File: config.mk
export PLATFORM = sky130hd
export DESIGN_NAME = keypad_scanner_flat
export DESIGN_NICKNAME = d
export VERILOG_FILES = /design/src/rtl/keypad_if.sv /design/src/rtl/keypad_scanner.sv /design/src/flat_wrapper.sv
export SDC_FILE = /design/constraint.sdc
export NUM_CORES = 1
export LEC_CHECK = 0
export ABC_CLOCK_PERIOD_IN_PS = 17700
export CAP_MARGIN = 20
export CORE_AREA = 2 2 95 97
export CTS_BUF_LIST = sky130_fd_sc_hd__clkbuf_4 sky130_fd_sc_hd__clkbuf_8
export CTS_CLUSTER_SIZE = 24
export DETAILED_ROUTE_END_ITERATION = 8
export DIE_AREA = 0 0 97 99
export PLACE_DENSITY = 0.63
export SLEW_MARGIN = 20
export SYNTH_ARGS = -nofsm -noshare
export SYNTH_HDL_FRONTEND = slang
export SYNTH_SLANG_ARGS = --single-unit
File: constraint.sdc
create_clock -name clk -period 17.7 [get_ports clk]
set_clock_uncertainty 0.1 [all_clocks]
set_input_delay 3.54 -clock clk [delete_from_list [all_inputs] [get_ports clk]]
set_output_delay 3.54 -clock clk [all_outputs]
set_load 0.05 [all_outputs]
File: src/rtl/keypad_if.sv
// keypad_if: pins and keydown outputs of the 4x4 keypad scanner.
// master = scanner (drives columns, pulses, digit); slave = keypad/consumer side.
interface keypad_if;
  logic       row_1;
  logic       row_2;
  logic       row_3;
  logic       row_4;
  logic       col_1;
  logic       col_2;
  logic       col_3;
  logic       col_4;
  logic       keydown_start;
  logic       keydown_confirm;
  logic       keydown_clear;
  logic       keydown_num;
  logic [3:0] num;

  modport master (
    input  row_1, row_2, row_3, row_4,
    output col_1, col_2, col_3, col_4,
    output keydown_start, keydown_confirm, keydown_clear, keydown_num, num
  );

  modport slave (
    output row_1, row_2, row_3, row_4,
    input  col_1, col_2, col_3, col_4,
    input  keydown_start, keydown_confirm, keydown_clear, keydown_num, num
  );
endinterface

File: src/rtl/keypad_scanner.sv
// keypad_scanner: scans a 4x4 active-low matrix keypad one column per clock,
// debounces over whole 4-cycle frames and emits one-cycle keydown pulses.
// Optional digit auto-repeat is enabled by defining KEYPAD_AUTOREPEAT_EN.
// Key codes are {column[1:0], row[1:0]} of the single pressed key.
module keypad_scanner #(
  parameter int DEBOUNCE_FRAMES      = 3,
  parameter int REPEAT_DELAY_FRAMES  = 100,
  parameter int REPEAT_PERIOD_FRAMES = 25
) (
  input logic      clk,
  input logic      rst,
  keypad_if.master kp
);

  if (DEBOUNCE_FRAMES < 2 || DEBOUNCE_FRAMES > 15 ||
      REPEAT_DELAY_FRAMES < 1 || REPEAT_PERIOD_FRAMES < 1) begin : g_param_check
    $error("keypad_scanner: parameter out of range");
  end

  localparam logic [3:0] DB_CNT = 4'(DEBOUNCE_FRAMES);

  typedef enum logic [1:0] {
    IDLE     = 2'd0,
    PRESS_DB = 2'd1,
    HELD     = 2'd2,
    REL_DB   = 2'd3
  } state_e;

  state_e      state_q, state_d;
  logic [1:0]  col_idx_q, col_idx_d;
  logic [3:0]  col_n_q, col_n_d;
  logic [11:0] snap_q, snap_d;
  logic [3:0]  cnt_q, cnt_d;
  logic [3:0]  cand_q, cand_d;
  logic        kd_start_q, kd_start_d;
  logic        kd_confirm_q, kd_confirm_d;
  logic        kd_clear_q, kd_clear_d;
  logic        kd_num_q, kd_num_d;
  logic [3:0]  num_q, num_d;
`ifdef KEYPAD_AUTOREPEAT_EN
  logic [15:0] rep_cnt_q, rep_cnt_d;
  logic        rep_armed_q, rep_armed_d;
  logic [15:0] rep_next, rep_target;
`endif

  logic [3:0]  row_hit;
  logic [15:0] frame;
  logic        frame_end;
  logic [4:0]  key_cnt;
  logic [3:0]  key_idx;
  logic        no_key, one_key;
  logic        accept, rep_pulse;

  function automatic logic key_is_digit(input logic [3:0] k);
    return (k[3:2] != 2'd3 && k[1:0] != 2'd3) || (k == {2'd1, 2'd3});
  endfunction

  function automatic logic [3:0] key_digit(input logic [3:0] k);
    if (k[1:0] == 2'd3) return 4'd0;
    return 4'(k[1:0]) * 4'd3 + 4'(k[3:2]) + 4'd1;
  endfunction

  // Rows are active-low; the current column's hits complete the frame on its last edge.
  assign row_hit   = ~{kp.row_4, kp.row_3, kp.row_2, kp.row_1};
  assign frame     = {row_hit, snap_q};
  assign frame_end = (col_idx_q == 2'd3);
  assign no_key    = (key_cnt == 5'd0);
  assign one_key   = (key_cnt == 5'd1);
`ifdef KEYPAD_AUTOREPEAT_EN
  assign rep_next   = rep_cnt_q + 16'd1;
  assign rep_target = rep_armed_q ? 16'(REPEAT_PERIOD_FRAMES) : 16'(REPEAT_DELAY_FRAMES);
`endif

  // Count pressed keys in the frame and remember the index of the (last) one found.
  always_comb begin
    key_cnt = 5'd0;
    key_idx = 4'd0;
    for (int i = 0; i < 16; i++) begin
      if (frame[i]) begin
        key_cnt = key_cnt + 5'd1;
        key_idx = 4'(i);
      end
    end
  end

  // Next-state: column rotation, frame snapshot, per-frame debounce FSM, pulses.
  always_comb begin
    col_idx_d = col_idx_q + 2'd1;
    col_n_d   = {col_n_q[2:0], col_n_q[3]};
    snap_d    = snap_q;
    case (col_idx_q)
      2'd0:    snap_d[3:0]  = row_hit;
      2'd1:    snap_d[7:4]  = row_hit;
      2'd2:    snap_d[11:8] = row_hit;
      default: snap_d       = snap_q;
    endcase
    state_d   = state_q;
    cnt_d     = cnt_q;
    cand_d    = cand_q;
    accept    = 1'b0;
    rep_pulse = 1'b0;
`ifdef KEYPAD_AUTOREPEAT_EN
    rep_cnt_d   = rep_cnt_q;
    rep_armed_d = rep_armed_q;
`endif
    if (frame_end) begin
      case (state_q)
        IDLE: begin
          if (one_key) begin
            cand_d  = key_idx;
            cnt_d   = 4'd1;
            state_d = PRESS_DB;
          end
        end
        PRESS_DB: begin
          if (one_key && key_idx == cand_q) begin
            cnt_d = cnt_q + 4'd1;
            if (cnt_q + 4'd1 == DB_CNT) begin
              state_d = HELD;
              accept  = 1'b1;
`ifdef KEYPAD_AUTOREPEAT_EN
              rep_cnt_d   = 16'd0;
              rep_armed_d = 1'b0;
`endif
            end
          end else if (one_key) begin
            cand_d = key_idx;
            cnt_d  = 4'd1;
          end else begin
            state_d = IDLE;
          end
        end
        HELD: begin
          if (no_key) begin
            cnt_d   = 4'd1;
            state_d = REL_DB;
          end
`ifdef KEYPAD_AUTOREPEAT_EN
          else if (one_key) begin
            // Multi-key frames fall through and freeze the repeat count.
            if (rep_next == rep_target) begin
              rep_cnt_d   = 16'd0;
              rep_armed_d = 1'b1;
              rep_pulse   = 1'b1;
            end else begin
              rep_cnt_d = rep_next;
            end
          end
`endif
        end
        REL_DB: begin
          if (no_key) begin
            cnt_d = cnt_q + 4'd1;
            if (cnt_q + 4'd1 == DB_CNT) begin
              state_d = IDLE;
              cnt_d   = 4'd0;
            end
          end else begin
            state_d = HELD;
`ifdef KEYPAD_AUTOREPEAT_EN
            rep_cnt_d   = 16'd0;
            rep_armed_d = 1'b0;
`endif
          end
        end
        default: state_d = IDLE;
      endcase
    end
    kd_start_d   = accept && (cand_q == {2'd3, 2'd0});
    kd_confirm_d = accept && (cand_q == {2'd3, 2'd1});
    kd_clear_d   = accept && (cand_q == {2'd3, 2'd2});
    kd_num_d     = (accept || rep_pulse) && key_is_digit(cand_q);
    num_d        = kd_num_d ? key_digit(cand_q) : num_q;
  end

  // State and output registers; everything returns to the scan-start state on reset.
  always_ff @(posedge clk) begin
    if (rst) begin
      state_q      <= IDLE;
      col_idx_q    <= 2'd0;
      col_n_q      <= 4'b1110;
      snap_q       <= 12'd0;
      cnt_q        <= 4'd0;
      cand_q       <= 4'd0;
      kd_start_q   <= 1'b0;
      kd_confirm_q <= 1'b0;
      kd_clear_q   <= 1'b0;
      kd_num_q     <= 1'b0;
      num_q        <= 4'd0;
`ifdef KEYPAD_AUTOREPEAT_EN
      rep_cnt_q    <= 16'd0;
      rep_armed_q  <= 1'b0;
`endif
    end else begin
      state_q      <= state_d;
      col_idx_q    <= col_idx_d;
      col_n_q      <= col_n_d;
      snap_q       <= snap_d;
      cnt_q        <= cnt_d;
      cand_q       <= cand_d;
      kd_start_q   <= kd_start_d;
      kd_confirm_q <= kd_confirm_d;
      kd_clear_q   <= kd_clear_d;
      kd_num_q     <= kd_num_d;
      num_q        <= num_d;
`ifdef KEYPAD_AUTOREPEAT_EN
      rep_cnt_q    <= rep_cnt_d;
      rep_armed_q  <= rep_armed_d;
`endif
    end
  end

  assign kp.col_1           = col_n_q[0];
  assign kp.col_2           = col_n_q[1];
  assign kp.col_3           = col_n_q[2];
  assign kp.col_4           = col_n_q[3];
  assign kp.keydown_start   = kd_start_q;
  assign kp.keydown_confirm = kd_confirm_q;
  assign kp.keydown_clear   = kd_clear_q;
  assign kp.keydown_num     = kd_num_q;
  assign kp.num             = num_q;

endmodule
File: src/flat_wrapper.sv
// flat-port wrapper written by rule: the top's interface ports become plain ports
module keypad_scanner_flat 
#(
  parameter int DEBOUNCE_FRAMES      = 3,
  parameter int REPEAT_DELAY_FRAMES  = 100,
  parameter int REPEAT_PERIOD_FRAMES = 25
)
  (clk, rst, kp_row_1, kp_row_2, kp_row_3, kp_row_4, kp_col_1, kp_col_2, kp_col_3, kp_col_4, kp_keydown_start, kp_keydown_confirm, kp_keydown_clear, kp_keydown_num, kp_num);
  keypad_if kp_i ();
  input logic clk;
  input logic rst;
  input wire logic [$bits(kp_i.row_1)-1:0] kp_row_1;
  input wire logic [$bits(kp_i.row_2)-1:0] kp_row_2;
  input wire logic [$bits(kp_i.row_3)-1:0] kp_row_3;
  input wire logic [$bits(kp_i.row_4)-1:0] kp_row_4;
  output wire logic [$bits(kp_i.col_1)-1:0] kp_col_1;
  output wire logic [$bits(kp_i.col_2)-1:0] kp_col_2;
  output wire logic [$bits(kp_i.col_3)-1:0] kp_col_3;
  output wire logic [$bits(kp_i.col_4)-1:0] kp_col_4;
  output wire logic [$bits(kp_i.keydown_start)-1:0] kp_keydown_start;
  output wire logic [$bits(kp_i.keydown_confirm)-1:0] kp_keydown_confirm;
  output wire logic [$bits(kp_i.keydown_clear)-1:0] kp_keydown_clear;
  output wire logic [$bits(kp_i.keydown_num)-1:0] kp_keydown_num;
  output wire logic [$bits(kp_i.num)-1:0] kp_num;
  assign kp_i.row_1 = kp_row_1;
  assign kp_i.row_2 = kp_row_2;
  assign kp_i.row_3 = kp_row_3;
  assign kp_i.row_4 = kp_row_4;
  assign kp_col_1 = kp_i.col_1;
  assign kp_col_2 = kp_i.col_2;
  assign kp_col_3 = kp_i.col_3;
  assign kp_col_4 = kp_i.col_4;
  assign kp_keydown_start = kp_i.keydown_start;
  assign kp_keydown_confirm = kp_i.keydown_confirm;
  assign kp_keydown_clear = kp_i.keydown_clear;
  assign kp_keydown_num = kp_i.keydown_num;
  assign kp_num = kp_i.num;
  keypad_scanner #(.DEBOUNCE_FRAMES(DEBOUNCE_FRAMES), .REPEAT_DELAY_FRAMES(REPEAT_DELAY_FRAMES), .REPEAT_PERIOD_FRAMES(REPEAT_PERIOD_FRAMES)) u_core (.clk(clk), .rst(rst), .kp(kp_i));
endmodule
* Word level (Yosys, flattened, before mapping)
Cells that the tools add are included.
Widths: inputs -> output; s select.
** Word-level totals
- Flip-flop bits (word level) :: 36
- Bits of input ports :: 6
- Logic and storage cells :: 126
** Cells by class
- Eq/ne operators :: 23
- Bitwise gates (word level) :: 1
- Add/subtract/negate cells :: 19
- Reduce and logical (&&, ||, !) cells :: 14
- Multiply operators :: 1
- Multiplexer cells :: 55
** Operators with widths (number)
- $mux 5 :: 15
- $add 5x1->5 const B :: 14
- $mux 4 :: 17
- $mux 2 :: 9
- $pmux 4 s4 :: 1
- $eq 4x4->1 const B :: 3
- $mux 3 :: 4
- $eq 2x2->1 const B :: 5
- $ne 3x3->1 const B :: 3
- $add 4x1->4 const B :: 2
- $pmux 2 s4 :: 1
- $pmux 4 s2 :: 1
- $mux 1 :: 7
- $logic_and 1x1->1 :: 6
- $ne 2x1->1 const B :: 3
- $ne 2x2->1 const B :: 3
- $reduce_and 3->1 :: 2
- $reduce_and 6->1 :: 1
- $eq 5x1->1 const B :: 1
- $logic_not 5->1 :: 1
- $add 4x2->4 :: 1
- $eq 2x1->1 const B :: 2
- $eq 4x2->1 const B :: 1
- $eq 4x3->1 const B :: 1
- other kinds (8) :: 9

* Depth between registers and ports, before layout
Gate-level depths: netlist (run 1).
- Word-level depth :: 37
- Depth in mapped cells :: 52

* Worst setup path after synthesis (run 1)
OpenSTA, ideal clock, no wires.
- Path type :: register -> register
- Start point :: register u_core.snap_q[0]
- End point :: register u_core.num_q[2] (netlist: u_core.kp.num[2])
- Cell stages (with the launch flop) :: 49
- Path buffers :: 0
- Library setup time :: 0.123 ns
- Data arrival time :: 9.912 ns
- Path slack :: 7.564 ns
- Clock period less this slack :: 10.136 ns
- Required time :: 17.477 ns
- Path through :: dfxtp_1 > ha_1 > nor2b_1 > or2_2 > ha_1 > nand2b_1 > o31ai_1 > inv_1 > ha_1 > nand2_1 > o21ai_0 > ha_1 > nand2_1 > o21ai_0 > or2_2 > ha_1 > nor2b_1 > nor2_1 > [13 not listed] > ha_1 > nand2_1 > o21ai_0 > or2_2 > ha_1 > or2_2 > o31a_1 > ha_1 > mux2_2 > ha_1 > nand2b_1 > xor2_1 > xnor2_1 > or4_1 > or4_4 > mux2i_4 > nand3_2 > mux2_1
** Between the ends
- Word-level cells in the longest chain between the ends :: 37
** Ends and longest elaborated chain
- from (decl) :: line keypad_scanner.sv:32 : logic [11:0] snap_q, snap_d;
- from (signal assigned) :: line keypad_scanner.sv:198 : snap_q <= snap_d;
- $mux 1 * :: line keypad_scanner.sv:79 : if (frame[i]) begin
- $add 1x1->2 :: line keypad_scanner.sv:80 : key_cnt = key_cnt + 5'd1;
- $mux 5 * :: line keypad_scanner.sv:79
- $add 5x1->5 :: line keypad_scanner.sv:80
- $mux 5 * :: line keypad_scanner.sv:79
- $add 5x1->5 :: line keypad_scanner.sv:80
- $mux 5 * :: line keypad_scanner.sv:79
- $add 5x1->5 :: line keypad_scanner.sv:80
- [21 not listed]
- $add 5x1->5 :: line keypad_scanner.sv:80
- $mux 5 * :: line keypad_scanner.sv:79
- $eq 5x1->1 * :: line keypad_scanner.sv:68 : assign one_key = (key_cnt == 5'd1);
- $logic_and 1x1->1 * :: line keypad_scanner.sv:116 : if (one_key && key_idx == cand_q) begin
- $mux 1 * :: line keypad_scanner.sv:116
- $mux 1 * :: line keypad_scanner.sv:107 : case (state_q)
- $mux 1 * :: line keypad_scanner.sv:106 : if (frame_end) begin
- $logic_and 1x1->1 * :: line keypad_scanner.sv:172 : kd_num_d = (accept || rep_pulse) && key_is_digit(cand_q);
- to (signal assigned) :: line keypad_scanner.sv:205 : num_q <= num_d;
- to (decl) :: line keypad_scanner.sv:39 : logic [3:0] num_q, num_d;
Every way passes the cells marked *; elsewhere a longest branch is shown, timed or not.
A chain may end at the register's enable or synchronous reset.

* Worst setup path after layout (run 1)
- Start point :: register u_core.snap_q[0]
- End point :: register u_core.num_q[3] (netlist: u_core.kp.num[3])
Same word-level chain as after synthesis.

==> results of run 1 <==
placed cells by master (no fill, tap or decap), drive strengths merged, types with 13 or more instances in the layout:
cell,instances
o21ai,20
clkdlybuf4s50,17
a21oi,19
dfxtp,36
xor2,13
inv,28
nor2,41
a211oi,16
xnor2,33
nand2,47
ha,28
cell usage after synthesis, drive strengths merged, types with 10 or more instances:
cell type | n | share of area [%]
a211oi | 16 | 3.3
a21oi | 19 | 2.5
buf | 10 | 1.5
clkbuf | 16 | 1.6
dfxtp | 36 | 19
ha | 28 | 9.4
inv | 28 | 2.8
nand2 | 47 | 4.7
nor2 | 41 | 4.1
nor2b | 11 | 1.8
o21ai | 20 | 2.7
xnor2 | 33 | 9.3
xnor3 | 11 | 6.8
xor2 | 13 | 3.2
final timing paths:
path / startpoint / end / slack (ps) / cells past startpoint
worst max-delay path: u_core.snap_q[0] / u_core.kp.num[3] / 6440 / 49
worst min-delay path: u_core.col_n_q[2] / u_core.col_n_q[3] / 340 / 1
worst min register to register: u_core.col_n_q[2] / u_core.col_n_q[3] / 340 / 1
worst max register to register: u_core.snap_q[0] / u_core.kp.num[3] / 6440 / 49
final cells by class:
cell class / instances / area, um2
multi-input combinational: 366 / 2800
tap: 108 / 135
fill: 834 / 4500
clock inverter: 3 / 42.5
clock buffer: 5 / 68.8
sequential: 36 / 721
timing repair buffer: 18 / 178
inverter: 28 / 105
state kept, by name, summed over array words and instances, names as in the netlist, 2 cells and up:
name,count
u_core.col_n_q,4
u_core.cnt_q,4
u_core.state_q,2
u_core.cand_q,4
u_core.kp.num,4
u_core.snap_q,12
u_core.col_idx_q,2
kinds of logic (layout without fill, tap and decap cells):
logic type,Yosys count,count (layout),synth area share (%)
XOR/XNOR,57,57,19.4
AO/OA/AOI/OAI,100,100,18.3
AND/OR/NAND/NOR,168,168,22.9
flip-flops,36,36,19.3
adder cells (fa/ha/maj),30,30,10.4
multiplexers,11,11,3.78
buffers and inverters,54,54,5.95
where the power goes:
part / internal (mW) / switching (mW) / total, mW
sequential: 0.0862 / 0.0108 / 0.0970
clock: 0.0417 / 0.0297 / 0.0714
combinational: 0.171 / 0.203 / 0.374
layer usage:
| metal | global-route usage [%] | vias to the layer above | routed length [um] |
|---|---|---|---|
| li1 | - | 1594 | - |
| met1 | 24.2 | 1463 | 3940 |
| met2 | 25.1 | 42 | 3320 |
| met3 | 2.41 | 6 | 161 |
| met4 | 2.93 | 0 | 60 |
| met5 | 0 | - | 0 |
==> run summary, run 1 <==
Status - completed
CTS Buf Count - 5
Wirelength per Cell - 13.3 um
PnR worst setup slack - 6440 ps
NumNets Final - 491
CP Class - reg2reg
Crit path launch type - register
Final min period - 11260 ps
Starting Density - 43.8%
First-pass GRT wire length - 13300 um
Post-Route Setup TNS - 0 ps
Die Ht - 99 um
Dpl cell area - 3940 um2
Cells after DPL - 556
Top delay family on crit path - adder cells
Fmax - 88.8 MHz
Largest net degree at the start of global routing - 39
IO Port Bufs - 17
DR vias/cell - 5.51
Post-route cell area - 4050 um2
Critical Path AT - 11330 ps
ANT cells - 0
Mapped Cells - 456
Die area - 9600 um2
Layout Cells excl Fill - 564
Global Route Usage Sum - 16.2%
Hold Crit Class - reg2reg
Worst path required time - 17770 ps
DRT antenna net count - 0
Slew Viols, Final - 0
P&R area growth vs syn - 8.19%
Antenna violations before repair - 0
RSZ-0062 raised after global routing - no
FF+latch count, synth - 36
Syn nets - 492
Static leakage - 1.59 nW
DRC - 0
Core area - 8550 um2
Setup Fix Bufs, Post-CTS - 0
Die W - 97 um
Root Buffer Master - clkbuf_8
Slowest-stage cell, CP - or4_4
Post-synth cell types - 74
Pwr dens - 134 nW/um2
Clock Latency Late Sink - 280 ps
CTS hold repair buffers - 0
Worst path most repeated cell - ha_1
Ys async rst share - 0%
Ys Warns - 0
DR iter-0 viols - 148
Final Setup Violations - 0
DRT Pass-1 Iters - 4
Post-synth EDFFs - 0
Layout cell share with drive strength beyond 1 - 9.43%
VDD IR max - 117 uV
Synthesized area per cell - 8.20 um2
Buffer and inverter count on the worst path - 1
Vias post-DR - 3105
Post_cts resized - 0
Pre-CTS setup slack - 6450 ps
GP Congestion - 0.844
WHS - 342 ps
Mapped Area - 3740 um2
TritonCTS clock tree - yes
Worst slew margin - 61.1%
Worst Tran Pin Value - 581 ps
Core Util, Final - 47.3%
CTS sink count - 36
Post-Route WL - 7480 um
Crit-path max cell delay - 580 ps
Gr ovfl total - 0
Final Power - 0.543 mW
Crit-path max FO - 14
Reg clk slew, reported paths - 80 ps
Vias in the first global route - 2871
Cell Rows - 34
Fin crit share - 63.6%
Final hold vios - 0
Register area share after synthesis - 19.3%
Max_cap viols - 0
Htree depth - 2
Ports - 18
Deepest clock path buffer count - 2
Post-DP HPWL - 5790 um
Crit end category - register
Top_reg_cell synth - dfxtp_1
Power figures use the tool's default switching activity.
==> inputs of run 2 (changes only) <==
--- a/config.mk
+++ b/config.mk
@@ -5,14 +5,14 @@
 export SDC_FILE = /design/constraint.sdc
 export NUM_CORES = 1
 export LEC_CHECK = 0
-export ABC_CLOCK_PERIOD_IN_PS = 17700
+export ABC_CLOCK_PERIOD_IN_PS = 10180
 export CAP_MARGIN = 20
 export CORE_AREA = 2 2 95 97
 export CTS_BUF_LIST = sky130_fd_sc_hd__clkbuf_4 sky130_fd_sc_hd__clkbuf_8
 export CTS_CLUSTER_SIZE = 24
 export DETAILED_ROUTE_END_ITERATION = 8
 export DIE_AREA = 0 0 97 99
-export PLACE_DENSITY = 0.63
+export PLACE_DENSITY = 0.65
 export SLEW_MARGIN = 20
 export SYNTH_ARGS = -nofsm -noshare
 export SYNTH_HDL_FRONTEND = slang
==> constraint.sdc (replaced) <==
create_clock -name clk -period 10.18 [get_ports clk]
set_clock_uncertainty 0.1 [all_clocks]
set_input_delay 2.036 -clock clk [delete_from_list [all_inputs] [get_ports clk]]
set_output_delay 2.036 -clock clk [all_outputs]
set_load 0.05 [all_outputs]
==> run summary, run 2 (synthesis results as in run 1) <==
TritonCTS clock tree - yes
CP Class - reg2reg
Cell Rows - 34 (unchanged)
Vias in the first global route - 2961 (+3.1%)
First-pass GRT wire length - 13800 um (+3.4%)
Fin crit share - 97.0% (+33 points)
Gr ovfl total - 0 (unchanged)
Pwr dens - 259 nW/um2 (+93%)
ANT cells - 0 (unchanged)
Reg clk slew, reported paths - 80 ps (about the same)
Final min period - 9870 ps (-1390 ps)
Commonest cells after routing, fill and taps aside - 44 x nand2_1, 41 x buf_4, 40 x nor2_1
Final hold vios - 0 (unchanged)
Worst Tran Pin Value - 597 ps (+15.3 ps)
Crit-path max cell delay - 550 ps (-30 ps)
Core area - 8550 um2 (unchanged)
Wirelength per Cell - 13.6 um (+2.4%)
Root Buffer Master - clkbuf_8
Post-DP HPWL - 6000 um (+3.5%)
Layout cell share with drive strength beyond 1 - 22.5% (+13 points)
DRC - 0 (unchanged)
Largest net degree at the start of global routing - 39 (unchanged)
Most common cell after layout, fill and taps aside - nand2_1
Static leakage - 1.82 nW (+15%)
GP Congestion - 0.836 (-0.94%)
Die area - 9600 um2 (unchanged)
VDD IR max - 270 uV (+130%)
DRT antenna net count - 0 (unchanged)
Hold Crit Class - reg2reg
Final Setup Violations - 0 (unchanged)
Global Route Usage Sum - 17.0% (+0.83 points)
Antenna violations before repair - 0 (unchanged)
Top reg by flops - u_core.snap_q
Die Ht - 99 um (unchanged)
Vias post-DR - 3262 (+5.1%)
Die W - 97 um (unchanged)
Worst slew margin - 60.1% (-1.0 points)
Clock Latency Late Sink - 290 ps (about the same)
Max_cap viols - 0 (unchanged)
Ports - 18 (unchanged)
P&R area growth vs syn - 21.5%
CTS hold repair buffers - 0 (unchanged)
DR iter-0 viols - 159 (+7.4%)
Crit path launch type - register
Fmax - 101 MHz (+14%)
DRT Pass-1 Iters - 5 (+1)
Crit-path max FO - 5 (-9)
Starting Density - 43.8% (unchanged)
Layout Cells excl Fill - 606 (+7.4%)
DR vias/cell - 5.38 (-2.2%)
Cells after DPL - 579 (+4.1%)
Critical Path AT - 9940 ps (-1390 ps)
Largest register FFs - 12 (unchanged)
CTS Buf Count - 5 (unchanged)
Htree depth - 2 (unchanged)
Worst path most repeated cell - buf_4
Worst path required time - 10250 ps (-7520 ps)
Post-Route WL - 8220 um (+10%)
Status - completed
NumNets Final - 533 (+8.6%)
CTS sink count - 36 (unchanged)
Final Power - 1.18 mW (+120%)
Slowest-stage cell, CP - or4_4
IO Port Bufs - 17 (unchanged)
Deepest clock path buffer count - 2 (unchanged)
Crit end category - register
Slew Viols, Final - 0 (unchanged)
## run 2: cell count changes in the layout (fill, tap and decap cells not counted), moves of 4 or more
| cell | previous run | this run |
|---|---|---|
| ha_1 | 28 | 23 |
| buf_4 | 1 | 41 |
| o21ai_0 | 15 | 11 |
| ha_4 | 0 | 5 |
## run 2: area by class of cell
cell class,count,area [um2]
Tap cell,108,135
Clock buffer,5,68.8
Inverter,28,105
Fill cell,795,4010
Clock inverter,3,18.8
Multi-Input combinational cell,366,2990
Sequential cell,36,723
Timing Repair Buffer,60,500
## run 2: metrics by stage
step	setup slack, ps	util [%]	hold WS [ps]	instance area [um2]	setup TNS, ps
2_1_floorplan	44.3	-	333	3740	0
3_3_place_gp	7.27	48.1	317	4110	0
3_5_place_dp	-237	48.1	325	4110	-1500
4_1_cts	35.2	51.3	343	4390	0
5_1_grt	-130	53.2	355	4550	-968
6_report	307	53.2	338	4550	0
## run 2: routing by layer
layer	vias up	part of all wire, %	track usage [%]
met3	12	2.8	2.41
met2	54	45	26.5
li1	1678	-	-
met1	1518	51	25.0
met5	-	0	0
met4	0	1.1	4.12
## run 2: where the power goes
group	switching (mW)	total (mW)	leakage [nW]	internal [mW]
clock network	0.0537	0.101	0.0479	0.0477
registers	0.0197	0.170	0.295	0.150
logic	0.430	0.906	1.48	0.475
## run 2: final timing paths
kind / from / end / slack [ps] / cells after the start
hold / removal: u_core.col_n_q[2] / u_core.col_n_q[3] / 340 / 1
setup reg to reg: u_core.snap_q[0] / u_core.cand_q[3] / 310 / 55
hold reg to reg: u_core.col_n_q[2] / u_core.col_n_q[3] / 340 / 1
setup / recovery: u_core.snap_q[0] / u_core.cand_q[3] / 310 / 55
## run 2: critical path, delay by kind of cell, from the launching register on
| kind | cells | cell delay (ps) |
|---|---|---|
| xor gates and xnor gates | 1 | 120 |
| muxes | 3 | 840 |
| adders and majority gates | 12 | 2990 |
| and+or+nand+nor | 17 | 2740 |
| buffers and inverters | 12 | 1490 |
| AOI/OAI and AO/OA | 10 | 1120 |
| DFF | 1 | 330 |
## run 2: timing repair
action,4_1_cts,5_1_grt
gates resized for setup,17,26
gates cloned,0,0
pin swaps,7,13
setup buffers,15,4
endpoints found under the setup margin,16,17
==> inputs of run 3 (changes only) <==
--- a/config.mk
+++ b/config.mk
@@ -12,7 +12,8 @@
 export CTS_CLUSTER_SIZE = 24
 export DETAILED_ROUTE_END_ITERATION = 8
 export DIE_AREA = 0 0 97 99
-export PLACE_DENSITY = 0.65
+export DONT_BUFFER_PORTS = 1
+export PLACE_DENSITY = 0.62
 export SLEW_MARGIN = 20
 export SYNTH_ARGS = -nofsm -noshare
 export SYNTH_HDL_FRONTEND = slang
==> run summary, run 3 (synthesis results as in run 1) <==
TritonCTS clock tree - yes
Grt peak-use layer - met2
Starting Density - 43.8% (unchanged)
Post-Route Setup TNS - 0 ps (unchanged)
Static leakage - 1.74 nW (-4.5%)
Worst flop-to-flop path startpoint - u_core.snap_q[0]
Worst Tran Pin Value - 625 ps (+28.1 ps)
Crit end category - register
DRC - 0 (unchanged)
CTS Buf Count - 5 (unchanged)
Worst R2R Setup Slack - 410 ps (+100 ps)
Flop pwr share - 14.4% (about the same)
Deepest clock path buffer count - 2 (unchanged)
PnR worst setup slack - 408 ps (+101 ps)
IO Port Bufs - 0 (-17)
First-pass GRT wire length - 13500 um (-1.9%)
Crit Reg-Reg Endpoint - u_core.cand_q[1]
Htree depth - 2 (unchanged)
Net switching power - 0.502 mW (-0.31%)
Layout Cells excl Fill - 581 (-4.1%)
Final Setup Violations - 0 (unchanged)
Commonest cells after routing, fill and taps aside - 45 x nand2_1, 41 x nor2_1, 34 x dfxtp_1
Vias post-DR - 3143 (-3.6%)
Sw Ratio - 42.0% (-0.83 points)
Cell Rows - 34 (unchanged)
Worst path required time - 10280 ps (+30 ps)
Final min period - 9770 ps (-101 ps)
Largest register FFs - 12 (unchanged)
DRT antenna net count - 0 (unchanged)
VDD IR max - 209 uV (-23%)
Fin crit share - 96.0% (-0.99 points)
CTS hold repair buffers - 0 (unchanged)
Core Util, Final - 51.3% (-1.9 points)
Comb power frac - 75.0% (-2.0 points)
CTS sink count - 36 (unchanged)
Cells on worst reg2reg path - 51 (-7.3%)
Vias in the first global route - 2976 (+0.51%)
Wirelength per Cell - 13.9 um (+2.7%)
Status - completed
Most common cell after layout, fill and taps aside - nand2_1
GP Congestion - 0.809 (-3.2%)
Hold Crit Endpoint - u_core.col_idx_q[0]
Fmax - 102 MHz (+1.0%)
Cells after DPL - 562 (-2.9%)
Root Buffer Master - clkbuf_8
Crit-path max FO - 3 (-2)
DR iter-0 viols - 166 (+4.4%)
Global Route Usage Sum - 16.6% (-0.46 points)
Crit path launch type - register
Hold Crit Start - u_core.col_idx_q[0]
Pwr dens - 273 nW/um2 (+5.4%)
DR vias/cell - 5.41 (+0.50%)
Fillers - 784 (-1.4%)
Core area - 8550 um2 (unchanged)
Post-DP HPWL - 5900 um (-1.7%)
GR Util met3 - 3.19% (+0.78 points)
P&R area growth vs syn - 17.2%
Clock Latency Late Sink - 290 ps (about the same)
Met2 Usage GRT - 26.9% (+0.43 points)
DRT Pass-1 Iters - 4 (-1)
Die W - 97 um (unchanged)
Post-Route WL - 8100 um (-1.5%)
Gr ovfl total - 0 (unchanged)
Reg clk slew, reported paths - 80 ps (about the same)
Ports - 18 (unchanged)
Largest net degree at the start of global routing - 39 (unchanged)
ANT cells - 0 (unchanged)
Int Pwr - 0.694 mW (+3.1%)
Antenna violations before repair - 0 (unchanged)
Layout cell share with drive strength beyond 1 - 22.8% (+0.34 points)
Top reg by flops - u_core.snap_q
Final hold vios - 0 (unchanged)
Clock share of power - 10.6% (+2.0 points)
Hold depth - 1 (unchanged)
Hold Crit Class - reg2reg
Max_cap viols - 0 (unchanged)
Die Ht - 99 um (unchanged)
Worst slew margin - 58.3% (-1.8 points)
Slew Viols, Final - 0 (unchanged)
Pre-CTS setup slack - -164 ps (+72.3 ps)
NumNets Final - 508 (-4.7%)
CP Class - reg2reg
Die area - 9600 um2 (unchanged)
Critical Path AT - 9870 ps (-70 ps)
Final Power - 1.20 mW (+1.7%)
Grt met1 use - 23.4% (-1.6 points)
Crit-path max cell delay - 530 ps (-20 ps)
Slowest-stage cell, CP - or4_4
run 3: changes by cell type in the layout (fill, tap and decap cells not counted), moves of 2 or more:
cell / before / now
mux2_1: 2 / 0
buf_6: 2 / 4
ha_1: 23 / 19
mux2_4: 2 / 4
buf_4: 41 / 31
ha_4: 5 / 8
clkdlybuf4s50_1: 17 / 0
run 3: metal layers:
metal	vias up	part of all wire, %
li1	1627	-
met1	1472	49
met2	40	47
met3	4	3.1
met4	0	0.54
met5	-	0
run 3: area by class of cell:
class | instances | area, um2 | area share (%)
inverters | 28 | 105 | 2.40
clock buffers | 5 | 68.8 | 1.57
well taps | 108 | 135 | 3.08
flip-flops and latches | 36 | 723 | 16.5
clock inverters | 3 | 42.5 | 0.970
repair buffers | 35 | 278 | 6.34
multi-input cells | 366 | 3030 | 69.1
run 3: how the worst max path moves through the flow:
stage | slack [ps] | from | end
after floorplan | 40 | u_core.snap_q[0] | u_core.kp.num[2]
after global placement | 40 | u_core.snap_q[0] | u_core.cand_q[1]
after detailed placement | -160 | u_core.snap_q[0] | u_core.kp.num[3]
after CTS | 6 | u_core.snap_q[0] | u_core.kp.num[3]
after global routing | -140 | u_core.snap_q[0] | u_core.cand_q[3]
final | 410 | u_core.snap_q[0] | u_core.cand_q[1]
run 3: stage by stage:
stage | hold slack (ps) | cell area (um2)
after global routing | 423 | 4380
after CTS | 374 | 4160
after global placement | 351 | 3940
final | 374 | 4380
after floorplan | 333 | 3740
after detailed placement | 356 | 3940
run 3: critical path, delay by kind of cell (launching register included):
family | cells | cell delay, ps
adders and majority gates | 13 | 3260
and+or+nand+nor | 18 | 3010
AOI/OAI and AO/OA | 11 | 1250
muxes | 4 | 1110
buffers and inverters | 4 | 490
DFF | 1 | 330
xor gates and xnor gates | 1 | 110
run 3: what timing repair did:
item | CTS | global route
endpoints found under the setup margin | 16 | 18
pin swaps | 8 | 18
gates cloned | 0 | 0
setup buffers | 5 | 6
resized for setup | 16 | 34
run 3: power by group through the flow:
stage / combinational [mW] / sequential (mW) / clock [mW]
6_report: 0.897 / 0.173 / 0.127
5_1_grt: 0.995 / 0.175 / 0.135
4_1_cts: 0.757 / 0.172 / 0.129
3_5_place_dp: 0.712 / 0.175 / 0
3_3_place_gp: 0.698 / 0.174 / 0
2_1_floorplan: 0.554 / 0.162 / 0
